$ cat config.mk
export PLATFORM = sky130hd
export DESIGN_NAME = adc_scan_sequencer
export DESIGN_NICKNAME = d
export VERILOG_FILES = /design/src/rtl/adc_scan_pkg.sv /design/src/rtl/adc_scan_sequencer_next_ch.sv /design/src/rtl/adc_scan_sequencer.sv
export SDC_FILE = /design/constraint.sdc
export NUM_CORES = 1
export LEC_CHECK = 0
export ABC_AREA = 1
export ABC_CLOCK_PERIOD_IN_PS = 3200
export CAP_MARGIN = 40
export CORE_MARGIN = 3
export CORE_UTILIZATION = 44
export DETAILED_ROUTE_END_ITERATION = 8
export PLACE_DENSITY = 0.72
export SKIP_CTS_REPAIR_TIMING = 1
export SYNTH_ARGS = -nofsm -noshare
export SYNTH_HDL_FRONTEND = slang
export SYNTH_SLANG_ARGS = --single-unit
$ cat constraint.sdc
create_clock -name clk -period 3.2 [get_ports clk]
set_input_delay 0.32 -clock clk [delete_from_list [all_inputs] [get_ports clk]]
set_output_delay 0.32 -clock clk [all_outputs]
set_load 0.01 [all_outputs]
$ cat src/rtl/adc_scan_pkg.sv
// Shared types and sizes for the ADC scan sequencer.
package adc_scan_pkg;

  localparam int NUM_CH = 8;
  localparam int ADC_W  = 12;
  localparam int ACC_W  = 14;
  localparam int CH_W   = 3;

  typedef enum logic [2:0] {
    IDLE,
    PRIME,
    WAIT_PRIME,
    ISSUE,
    WAIT_DONE,
    STORE
  } state_e;

endpackage

$ cat src/rtl/adc_scan_sequencer_next_ch.sv
// Channel advance helper: next enabled channel above index (wrapping),
// and whether index is the highest enabled channel.
module adc_next_ch
  import adc_scan_pkg::*;
(
  input  logic [NUM_CH-1:0] mask_i,
  input  logic [CH_W-1:0]   index_i,
  output logic [CH_W-1:0]   next_o,
  output logic              last_o
);

  logic            found;
  logic [CH_W-1:0] cand;

  // Search upward from index+1, wrapping; falls back to index itself.
  always_comb begin
    next_o = index_i;
    found  = 1'b0;
    cand   = '0;
    for (int k = 1; k < NUM_CH; k++) begin
      cand = index_i + CH_W'(k);
      if (!found && mask_i[cand]) begin
        next_o = cand;
        found  = 1'b1;
      end
    end
  end

  assign last_o = ((mask_i >> ({1'b0, index_i} + 4'd1)) == '0);

endmodule

$ cat src/rtl/adc_scan_sequencer.sv
// Periodic channel scanner for the ADC128S102 frame driver.
// The converter returns data one frame late, so each scan opens with a
// discarded prime frame. Optional build macro ADC_IIR_EN adds a per-channel
// first-order smoothing filter (x4 accumulator, alpha = 1/4).
module adc_scan_sequencer #(
  parameter int SCAN_PERIOD = 20000,
  parameter int TIMEOUT     = 63,
  parameter int NUM_CH      = 8
) (
  input  logic              clk,
  input  logic              rst_n,
  input  logic              scan_en_i,
  input  logic [NUM_CH-1:0] ch_mask_i,
  output logic              adc_start_o,
  output logic [2:0]        adc_channel_o,
  input  logic              adc_done_i,
  input  logic [11:0]       adc_data_i,
  input  logic [2:0]        rd_addr_i,
  output logic [11:0]       rd_data_o,
  output logic [NUM_CH-1:0] valid_mask_o,
  output logic              scan_done_o,
  output logic              timeout_err_o
);

  import adc_scan_pkg::*;

  localparam int PW = $clog2(SCAN_PERIOD);
  localparam int TW = $clog2(TIMEOUT + 1);

  state_e            state_q, state_d;
  logic [PW-1:0]     per_q;
  logic              tick;
  logic [TW-1:0]     tmo_q;
  logic              tmo_hit, tmo_abort;
  logic [NUM_CH-1:0] mask_q, mask_d, adv_mask;
  logic [CH_W-1:0]   cur_q, cur_d, prev_q, prev_d, adv_idx, adv_next;
  logic              last_q, last_d, adv_last;
  logic [ADC_W-1:0]  data_q, data_d, wr_data, rd_data_q;
  logic [ADC_W-1:0]  res_q [NUM_CH];
  logic [NUM_CH-1:0] valid_q;
  logic              wr_en, issue;
  logic              adc_start_q, scan_done_q, scan_done_d, timeout_err_q;
  logic [CH_W-1:0]   adc_channel_q;

  // Scan period counter; its wrap cycle is the scan tick.
  always_ff @(posedge clk or negedge rst_n) begin
    if (!rst_n)                  per_q <= '0;
    else if (!scan_en_i || tick) per_q <= '0;
    else                         per_q <= per_q + 1'b1;
  end

  assign tick = scan_en_i && (per_q == PW'(SCAN_PERIOD - 1));

  // Cycles since the last start pulse; saturates so it cannot wrap back.
  always_ff @(posedge clk or negedge rst_n) begin
    if (!rst_n)              tmo_q <= '0;
    else if (adc_start_q)    tmo_q <= TW'(1);
    else if (tmo_q != '1)    tmo_q <= tmo_q + 1'b1;
  end

  // The start cycle itself holds a stale count, hence the guard.
  assign tmo_hit = !adc_start_q && (tmo_q == TW'(TIMEOUT - 1));

  // In IDLE the helper finds the first channel of the incoming mask.
  assign adv_mask = (state_q == IDLE) ? ch_mask_i : mask_q;
  assign adv_idx  = (state_q == IDLE) ? CH_W'(NUM_CH - 1) : cur_q;

  adc_next_ch u_adv (
    .mask_i  (adv_mask),
    .index_i (adv_idx),
    .next_o  (adv_next),
    .last_o  (adv_last)
  );

  // Sequencer state and scan bookkeeping registers.
  always_ff @(posedge clk or negedge rst_n) begin
    if (!rst_n) begin
      state_q       <= IDLE;
      mask_q        <= '0;
      cur_q         <= '0;
      prev_q        <= '0;
      last_q        <= 1'b0;
      data_q        <= '0;
      adc_start_q   <= 1'b0;
      adc_channel_q <= '0;
      scan_done_q   <= 1'b0;
      timeout_err_q <= 1'b0;
    end else begin
      state_q     <= state_d;
      mask_q      <= mask_d;
      cur_q       <= cur_d;
      prev_q      <= prev_d;
      last_q      <= last_d;
      data_q      <= data_d;
      adc_start_q <= issue;
      if (issue) adc_channel_q <= cur_q;
      scan_done_q <= scan_done_d;
      if (tmo_abort) timeout_err_q <= 1'b1;
    end
  end

  assign issue = (state_q == PRIME) || (state_q == ISSUE);

  // Next-state logic. last_q records whether prev is the top enabled
  // channel, captured when prev takes over cur's value.
  always_comb begin
    state_d     = state_q;
    mask_d      = mask_q;
    cur_d       = cur_q;
    prev_d      = prev_q;
    last_d      = last_q;
    data_d      = data_q;
    wr_en       = 1'b0;
    scan_done_d = 1'b0;
    tmo_abort   = 1'b0;
    unique case (state_q)
      IDLE: begin
        if (tick) begin
          mask_d = ch_mask_i;
          if (ch_mask_i != '0) begin
            cur_d   = adv_next;
            state_d = PRIME;
          end
        end
      end
      PRIME: state_d = WAIT_PRIME;
      WAIT_PRIME: begin
        if (adc_done_i) begin
          if (scan_en_i) begin
            prev_d  = cur_q;
            last_d  = adv_last;
            cur_d   = adv_next;
            state_d = ISSUE;
          end else begin
            state_d = IDLE;
          end
        end else if (tmo_hit) begin
          tmo_abort = 1'b1;
          state_d   = IDLE;
        end
      end
      ISSUE: state_d = WAIT_DONE;
      WAIT_DONE: begin
        if (adc_done_i) begin
          data_d  = adc_data_i;
          state_d = STORE;
        end else if (tmo_hit) begin
          tmo_abort = 1'b1;
          state_d   = IDLE;
        end
      end
      STORE: begin
        wr_en = 1'b1;
        if (last_q || !scan_en_i) begin
          scan_done_d = last_q && scan_en_i;
          state_d     = IDLE;
        end else begin
          prev_d  = cur_q;
          last_d  = adv_last;
          cur_d   = adv_next;
          state_d = ISSUE;
        end
      end
      default: state_d = IDLE;
    endcase
  end

`ifdef ADC_IIR_EN
  logic [ACC_W-1:0] acc_q [NUM_CH];
  logic [ACC_W-1:0] acc_d;

  // First sample seeds the accumulator; later ones blend in at 1/4.
  always_comb begin
    acc_d = {data_q, 2'b00};
    if (valid_q[prev_q])
      acc_d = acc_q[prev_q] - (acc_q[prev_q] >> 2) + ACC_W'(data_q);
  end

  assign wr_data = acc_d[ACC_W-1:2];

  // Per-channel accumulators, updated alongside the result file.
  always_ff @(posedge clk or negedge rst_n) begin
    if (!rst_n)     acc_q <= '{default: '0};
    else if (wr_en) acc_q[prev_q] <= acc_d;
  end
`else
  assign wr_data = data_q;
`endif

  // Result file with registered read port; same-cycle read sees old data.
  always_ff @(posedge clk or negedge rst_n) begin
    if (!rst_n) begin
      res_q     <= '{default: '0};
      valid_q   <= '0;
      rd_data_q <= '0;
    end else begin
      rd_data_q <= res_q[rd_addr_i];
      if (wr_en) begin
        res_q[prev_q]   <= wr_data;
        valid_q[prev_q] <= 1'b1;
      end
    end
  end

  assign adc_start_o   = adc_start_q;
  assign adc_channel_o = adc_channel_q;
  assign rd_data_o     = rd_data_q;
  assign valid_mask_o  = valid_q;
  assign scan_done_o   = scan_done_q;
  assign timeout_err_o = timeout_err_q;

endmodule
==> summary by stage <==
Status
The run finished with clean final reports.

Logic synthesis
Counting flops with an async set or reset pin after synthesis yields a share of 1.00. Of the total synthesized cell area, the portion taken by AND, OR, NAND and NOR gates is 0.228. The number of distinct library cells after synthesis is 43. After synthesis, the largest family of logic cells by area is simple AND/OR/NAND/NOR gates. Counting flops with a built-in enable in the synthesized netlist gives 0. The xor/xnor cell area share of the yosys netlist is 0.00827. For this run, the register share of the synthesized area comes to 0.530. Synthesis handed over a netlist of 983 instances. Synthesis produced a netlist with a net count of 1,014. The proportion of synthesized area in mux cells is 0.00276. The count of yosys warnings during synthesis is 0. The compound-gate portion of the synthesized area is 0.163. Of the total synthesized cell area, the portion taken by full adders, half adders and majority gates is 0.00613. Each instance of the synthesized netlist takes up on average 8.31 um2. The synthesis-stage register bit count is 173. The post-synthesis instance area is 8170 um2. The most used flip-flop cell after synthesis is sky130_fd_sc_hd__dfrtp_1.

Clock network
For the worst-skew pair, the clock arrives at the later sink with an insertion delay of 0.43 ns. The total number of clock tree sinks is 173. The maximum count of clock buffers along a single path is 2. Clock-pin slew was measured on the worst setup and hold paths at 0.06 ns. In this run the clock root is driven by a sky130_fd_sc_hd__clkbuf_16. The TritonCTS clock tree is built. The H-tree was split into 4 levels.

Clock tree synthesis inserted a total of 17 buffers.

Placement
The HPWL after detailed placement is 13,100 um. The global placement routability congestion is 0.925. During placement, the flow inserted port buffers numbering 52.

Drt
The highest metal layer with signal wires is met4. The detailed-route wire length is 19,300 um. In the detailed route, the total length drawn on met2 is 9380 um. In the routed design, unresolved DRC markers number 0. The initial detailed-routing violation count is 546. The total length of routed met3 wires is 725 um. The first TritonRoute pass finished after 5 iterations. The via density per instance is 5.25.

Dividing the detail-routed wire length by the instance count gives 15.2 um. After detailed routing, the wire length on met1 is 8700 um. The remaining antenna violation count after routing is 0. The routed layout has 6,662 vias.

Global route
The overall fraction of global-route tracks in use is 0.203. Summed over all layers, the global routing overflow is 0. The initial antenna violation count came to 0. The number of global-route vias before repair was 6,646.

Entering global routing, the biggest net connects 60 pins. The first global-routing pass estimated 33,300 um of wire.

Worst setup path
Traced cell by cell, the critical path runs through nor2_8, nand2_4, nand2_4, ha_1, xnor2_2, nand3_1, nand2_2, nand2_2, nor2_4, nand2_2, nor2_4, nand2_1, o21ai_1, inv_1, nand2_1, nand2_1. STA classifies the critical path endpoint as a flip-flop. Data arrives at the worst endpoint at 3.03 ns.

The startpoint identified for the worst register-to-register timing path is state_q[0]$_DFFE_PN0P_. The critical path's slowest cell is sky130_fd_sc_hd__dfrtp_1. The terminus of the critical flop-to-flop path is cur_q[2]$_DFFE_PN0P_.

The worst endpoint required time is 3.52 ns. The kind of critical path is reg2reg. The worst setup path is launched from a flip-flop. In this run the worst path has a maximum fanout of 22. The path depth of the worst reg2reg path is 16. Across all register-to-register paths, the minimum setup slack is 0.49 ns. On the worst path, the slowest cell contributes a delay of 0.45 ns.

Timing
Clock skew on the completed layout was measured at 0.00902 ns. The total negative slack is 0 ns. For this run, the top clock speed supported by timing is 369 MHz. The headroom to the max-slew limit is 0.395. The number of hold-slack violations in the final timing report is 0.

The minimum clock period is 2.71 ns. Hold timing on the final database bottoms out at a slack of 0.422 ns. Setup violations remaining at the end of the flow were counted as 0.

The total count of max-transition violations in the final report is 0. In the finished design, the share of the clock period the worst path needs comes to 0.847. Setup repair after global routing left no endpoint under its margin. For the pin with the worst max-slew slack, the measured transition is 0.905 ns.

Layout
The share of post-route cells with drive strength above 1 is 0.0741. The area of the multi-input gates is 3330 um2. The antenna diode count is 0. Counting the fill cells in the layout gives 1,672. The most common cell after layout, fill and taps aside is sky130_fd_sc_hd__nand2_1. The fraction of the core area covered by cells at the end of the flow is 0.526. The area growth from synthesis to layout is 16.6%.

The number of nets at the end of the flow is 1,057. Leaving out fill and tap cells, the most frequent cells in the layout are sky130_fd_sc_hd__nand2_1 (232), sky130_fd_sc_hd__o21ai_0 (173), sky130_fd_sc_hd__dfrtp_1 (173), sky130_fd_sc_hd__nor2_1 (101), sky130_fd_sc_hd__inv_1 (77). Across the whole layout, storage elements account for 4330 um2.

Die
The die covers 20,200 um2. The effective utilization at floorplan is 0.451. The floorplan die width is 142 um. In this run the core area contains 49 standard-cell rows. The floorplan die height is 142 um.

The number of top-level pins is 53. The region available for standard cell placement spans 18,100 um2.

Pwr
The leakage power figure is 4.43 nW. The power per cell area is 985 nW/um2. The maximum resistive drop on vdd is 0.000465 V.

The total chip power is 9.38 mW.

Flow run
The tool flagged a number of max-cap violations equal to 0.

Worst hold path
The min-delay analysis places its worst path in the category in2async.
[per-stage QoR]
stage          area, um2  setup WS, ns  std cells
5_1_grt             9520         0.167       1268
6_report            9520         0.491       1268
3_5_place_dp        8910         0.488       1235
3_3_place_gp        8910         0.571       1235
4_1_cts             9510         0.488       1267
2_1_floorplan       8170         0.767        983
[how the worst max path moves through the flow]
stage | slack [ns] | startpoint | end
final | 0.49 | state_q[0]$_DFFE_PN0P_ | cur_q[2]$_DFFE_PN0P_
after global routing | 0.17 | state_q[1]$_DFFE_PN0P_ | cur_q[2]$_DFFE_PN0P_
after CTS | 0.49 | state_q[0]$_DFFE_PN0P_ | cur_q[2]$_DFFE_PN0P_
after detailed placement | 0.49 | state_q[0]$_DFFE_PN0P_ | cur_q[2]$_DFFE_PN0P_
after global placement | 0.57 | state_q[0]$_DFFE_PN0P_ | cur_q[1]$_DFFE_PN0P_
after floorplan | 0.77 | state_q[0]$_DFFE_PN0P_ | cur_q[1]$_DFFE_PN0P_
[power breakdown]
group	internal, mW	switching (mW)
Combinational	1.42	2.62
Clock	1.19	0.894
Sequential	2.87	0.389
[kinds of logic (layout without fill, tap and decap cells)]
family          Yosys count  count (layout)
flops                   173             173
buf+inv                 127             183
xor+xnor                  6               6
simple gates            431             431
mux                       2               2
compound gates          240             240
fa+ha+maj                 4               4
[worst max-delay path: cells and delay by family, from the launching register on]
family | cells | cell delay, ns
compound gates | 1 | 0.15
xor+xnor | 1 | 0.17
fa+ha+maj | 1 | 0.26
buf+inv | 1 | 0.05
flops | 1 | 0.45
simple gates | 12 | 1.52
[cell usage after synthesis, drive strengths merged (5+ instances only)]
cell type	instances	area [um2]
o21a	13	97.6
nor3	10	50.1
nor3b	6	45.0
nand4	10	62.6
inv	84	315
dfrtp	173	4330
nor2	104	422
o21ai	179	896
nor4	5	31.3
nand3	52	285
o32ai	13	114
a21oi	13	76.3
nand2	241	942
a31oi	16	100
buf	7	53.8
clkbuf	36	135
[sequential cells by signal (all words and copies together) (netlist names), 3 cells and up]
signal,cells
adc_channel_o,3
cur_q,3
data_q,12
mask_q,8
per_q,15
prev_q,3
rd_data_o,12
res_q,96
state_q,3
tmo_q,6
valid_mask_o,8
[cell type report]
type                            instances  share of cell area
Clock inverter                         13              0.0162
Multi-Input combinational cell        683               0.350
Clock buffer                           19              0.0465
Inverter                               84              0.0331
Tap cell                              229              0.0301
Timing Repair Buffer                   67              0.0695
Sequential cell                       173               0.455
[routing by layer]
layer	track usage	vias to the layer above
li1	-	3338
met1	0.265	3148
met2	0.343	143
met3	0.0413	33
met4	0.0621	0
met5	0	-
No activity file was read; power rests on OpenSTA's default activity.
==> variant: new RTL, config.mk and constraints unchanged <==
`NUM_CH` is set to 8 in 2 places; all go to 4.
--- a/src/rtl/adc_scan_pkg.sv
+++ b/src/rtl/adc_scan_pkg.sv
@@ -1,7 +1,7 @@
 // Shared types and sizes for the ADC scan sequencer.
 package adc_scan_pkg;
 
-  localparam int NUM_CH = 8;
+  localparam int NUM_CH = 4;
   localparam int ADC_W  = 12;
   localparam int ACC_W  = 14;
   localparam int CH_W   = 3;
--- a/src/rtl/adc_scan_sequencer.sv
+++ b/src/rtl/adc_scan_sequencer.sv
@@ -5,7 +5,7 @@
 module adc_scan_sequencer #(
   parameter int SCAN_PERIOD = 20000,
   parameter int TIMEOUT     = 63,
-  parameter int NUM_CH      = 8
+  parameter int NUM_CH      = 4
 ) (
   input  logic              clk,
   input  logic              rst_n,
Ports: changed (resized ch_mask_i and valid_mask_o); port bits go from 53 to 45. The function was not compared with the original's and may differ.
==> variant against the original RTL <==
The run now ends with negative hold slack left; clock skew down 2.7 ps; sequential cell count down 56; final area down 32%; maximum frequency up 29%; setup slack better by 600 ps; power down 63%; synthesized area down 35%; final cell count down 35%; routed wire length down 39%.
==> variant: results (changes against the original RTL) <==
----------------------------------------------------
[Global routing]
  Number of antenna violations at the first check in global routing ... 0 (unchanged)
  Global-route wire length before repair ... 20200 um (-39%)
  Total global routing track utilization ... 19.1% (-1.2 points)
  Pin count of the biggest net entering global routing ... 61 (+1.7%)
  Vias in the first global route ... 4303 (-35%)

[Min path]
  Hold/Removal Path Class ... input pin to asynchronous set/reset pin

[Clock tree]
  Clock Tree Buf Depth ... 2 (unchanged)
  Clock root buffer ... sky130_fd_sc_hd__clkbuf_16
  Clock network latency to the later pin of the worst-skew pair ... 410 ps (-20 ps)
  Clock slew at reported path FFs ... around 50 ps
  Number of H-tree levels ... 4 (unchanged)

[STA]
  Skew final ... 6.29 ps (-2.73 ps)
  Final hold violation count ... 23 (+23)
  Worst slew slack as a fraction of its limit ... 39.3% (-0.20 points)
  Fin Hold WS ... -24.0 ps (-446 ps)

[Worst setup path]
  Internal reg-to-reg setup slack ... 1090 ps (+600 ps)
  Startpoint of the worst-slack reg-to-reg timing path ... state_q[1]$_DFFE_PN0P_
  R2r endpoint ... res_q[29]$_DFFE_PN0P_
  Critical-path top delay cell ... sky130_fd_sc_hd__nand3_1
  Worst path top cell family by delay ... simple AND/OR/NAND/NOR gates
  Crit-path max cell delay ... 650 ps (+200 ps)
  Max Fanout on Critical Path ... 25 (+14%)
  Depth of the worst register-to-register path ... 5 (-11)

[Synthesis]
  Top post-synthesis cells by area ... sky130_fd_sc_hd__dfrtp_1, sky130_fd_sc_hd__o21ai_0, sky130_fd_sc_hd__nand2_1
  Net Count, Synth ... 650 (-36%)
  Fraction of the yosys area taken by sequential cells ... 54.9% (+1.9 points)
  Number of different library cells in the post-synthesis netlist ... 40 (-7.0%)
  Commonest cells in the netlist ... sky130_fd_sc_hd__nand2_1, sky130_fd_sc_hd__dfrtp_1, sky130_fd_sc_hd__o21ai_0

[Outcome]
  Failing checks ... negative hold slack
  Result of the run ... finished with violations

[Power]
  Maximum VDD drop ... 0.323 mV (-31%)
  Leakage power summed over all cells ... 3.11 nW (-30%)
  Sw Share ... 22.0% (-20 points)

[Finish]
  Filler cell count ... 1034 (-38%)
  Final-stage net count ... 701 (-34%)
  Registers with the highest flip-flop counts ... res_q (48), per_q (15)
  Layout cell share with drive strength beyond 1 ... 9.05% (+1.6 points)
  Antenna Cells ... 0 (unchanged)

[Placement]
  Post-DP HPWL ... 7830 um (-40%)
  Cell area after placement ... 5940 um2 (-33%)
  Routability Congestion ... 0.874 (-5.5%)
  IO buf count ... 43 (-17%)

[Drt]
  Number of DRC markers after the initial detailed-route iteration ... 326 (-40%)
  First-pass DRT Iterations ... 5 (unchanged)
  Vias per Instance ... 5.27 (+0.38%)
  Routed WL ... 11800 um (-39%)

----------------------------------------------------
==> variant: changes by cell type after synthesis, moves of 10 or more <==
cell                       unedited run  this run
sky130_fd_sc_hd__o21a_1              13         3
sky130_fd_sc_hd__o21ai_0            173       101
sky130_fd_sc_hd__nand2_1            232       128
sky130_fd_sc_hd__nand3_1             47        26
sky130_fd_sc_hd__clkbuf_1            36        13
sky130_fd_sc_hd__a31oi_1             16         3
sky130_fd_sc_hd__dfrtp_1            173       117
sky130_fd_sc_hd__o22ai_1              1        12
sky130_fd_sc_hd__o32ai_1             13         0
sky130_fd_sc_hd__nor2_1             101        59
==> variant: cells by family after synthesis <==
group                    count (synthesis)  synth area share [%]
buffers and inverters                   99                  7.44
multiplexers                             1                 0.211
AO/OA/AOI/OAI                          142                  14.2
adder cells (fa/ha/maj)                  5                  1.17
flip-flops                             117                  54.9
XOR/XNOR                                 2                 0.329
AND/OR/NAND/NOR                        256                  21.7
==> variant: final cells by class <==
cell class	instances	area share (%)
clock buffer	23	7.36
clock inverter	8	1.18
tap	143	2.76
timing repair buffer	49	7.71
inverter	82	4.95
sequential	117	45.1
multi-input combinational	406	30.9
==> variant: per-stage QoR <==
step | utilization (%) | setup slack, ps | cells
4_1_cts | 55.9 | 1050 | 828
2_1_floorplan | - | 1400 | 622
5_1_grt | 55.9 | 877 | 828
6_report | 55.9 | 1090 | 828
3_3_place_gp | 50.9 | 1070 | 795
3_5_place_dp | 51.1 | 965 | 797
==> variant: power groups by stage <==
stage               Sequential, mW  Clock (mW)  Combinational, mW
finish                        1.52        1.76              0.183
global route                  1.52        1.87              0.207
CTS                           1.52        1.79              0.187
detailed placement            1.54           0              0.185
global placement              1.54           0              0.179
floorplan                     1.55           0             0.0745
==> variant: layer usage <==
metal	part of all wire [%]	wire length, um	global-route usage (%)	vias to the layer above
li1	-	-	-	2137
met1	44	5260	24.4	2098
met2	49	5820	30.7	109
met4	2.5	295	9.28	0
met3	3.9	463	4.61	23
met5	0	0	0	-
==> variant: how the worst max path moves through the flow <==
stage                                 from                     to  slack [ps]  cells past startpoint
floorplan           state_q[0]$_DFFE_PN0P_   cur_q[0]$_DFFE_PN0P_        1400                     13
global placement                 scan_en_i    per_q[10]$_DFF_PN0_        1070                      6
detailed placement               scan_en_i     per_q[2]$_DFF_PN0_         960                      7
CTS                 state_q[1]$_DFFE_PN0P_  res_q[29]$_DFFE_PN0P_        1050                      5
global route        state_q[0]$_DFFE_PN0P_   cur_q[0]$_DFFE_PN0P_         880                     13
finish              state_q[1]$_DFFE_PN0P_  res_q[29]$_DFFE_PN0P_        1090                      5
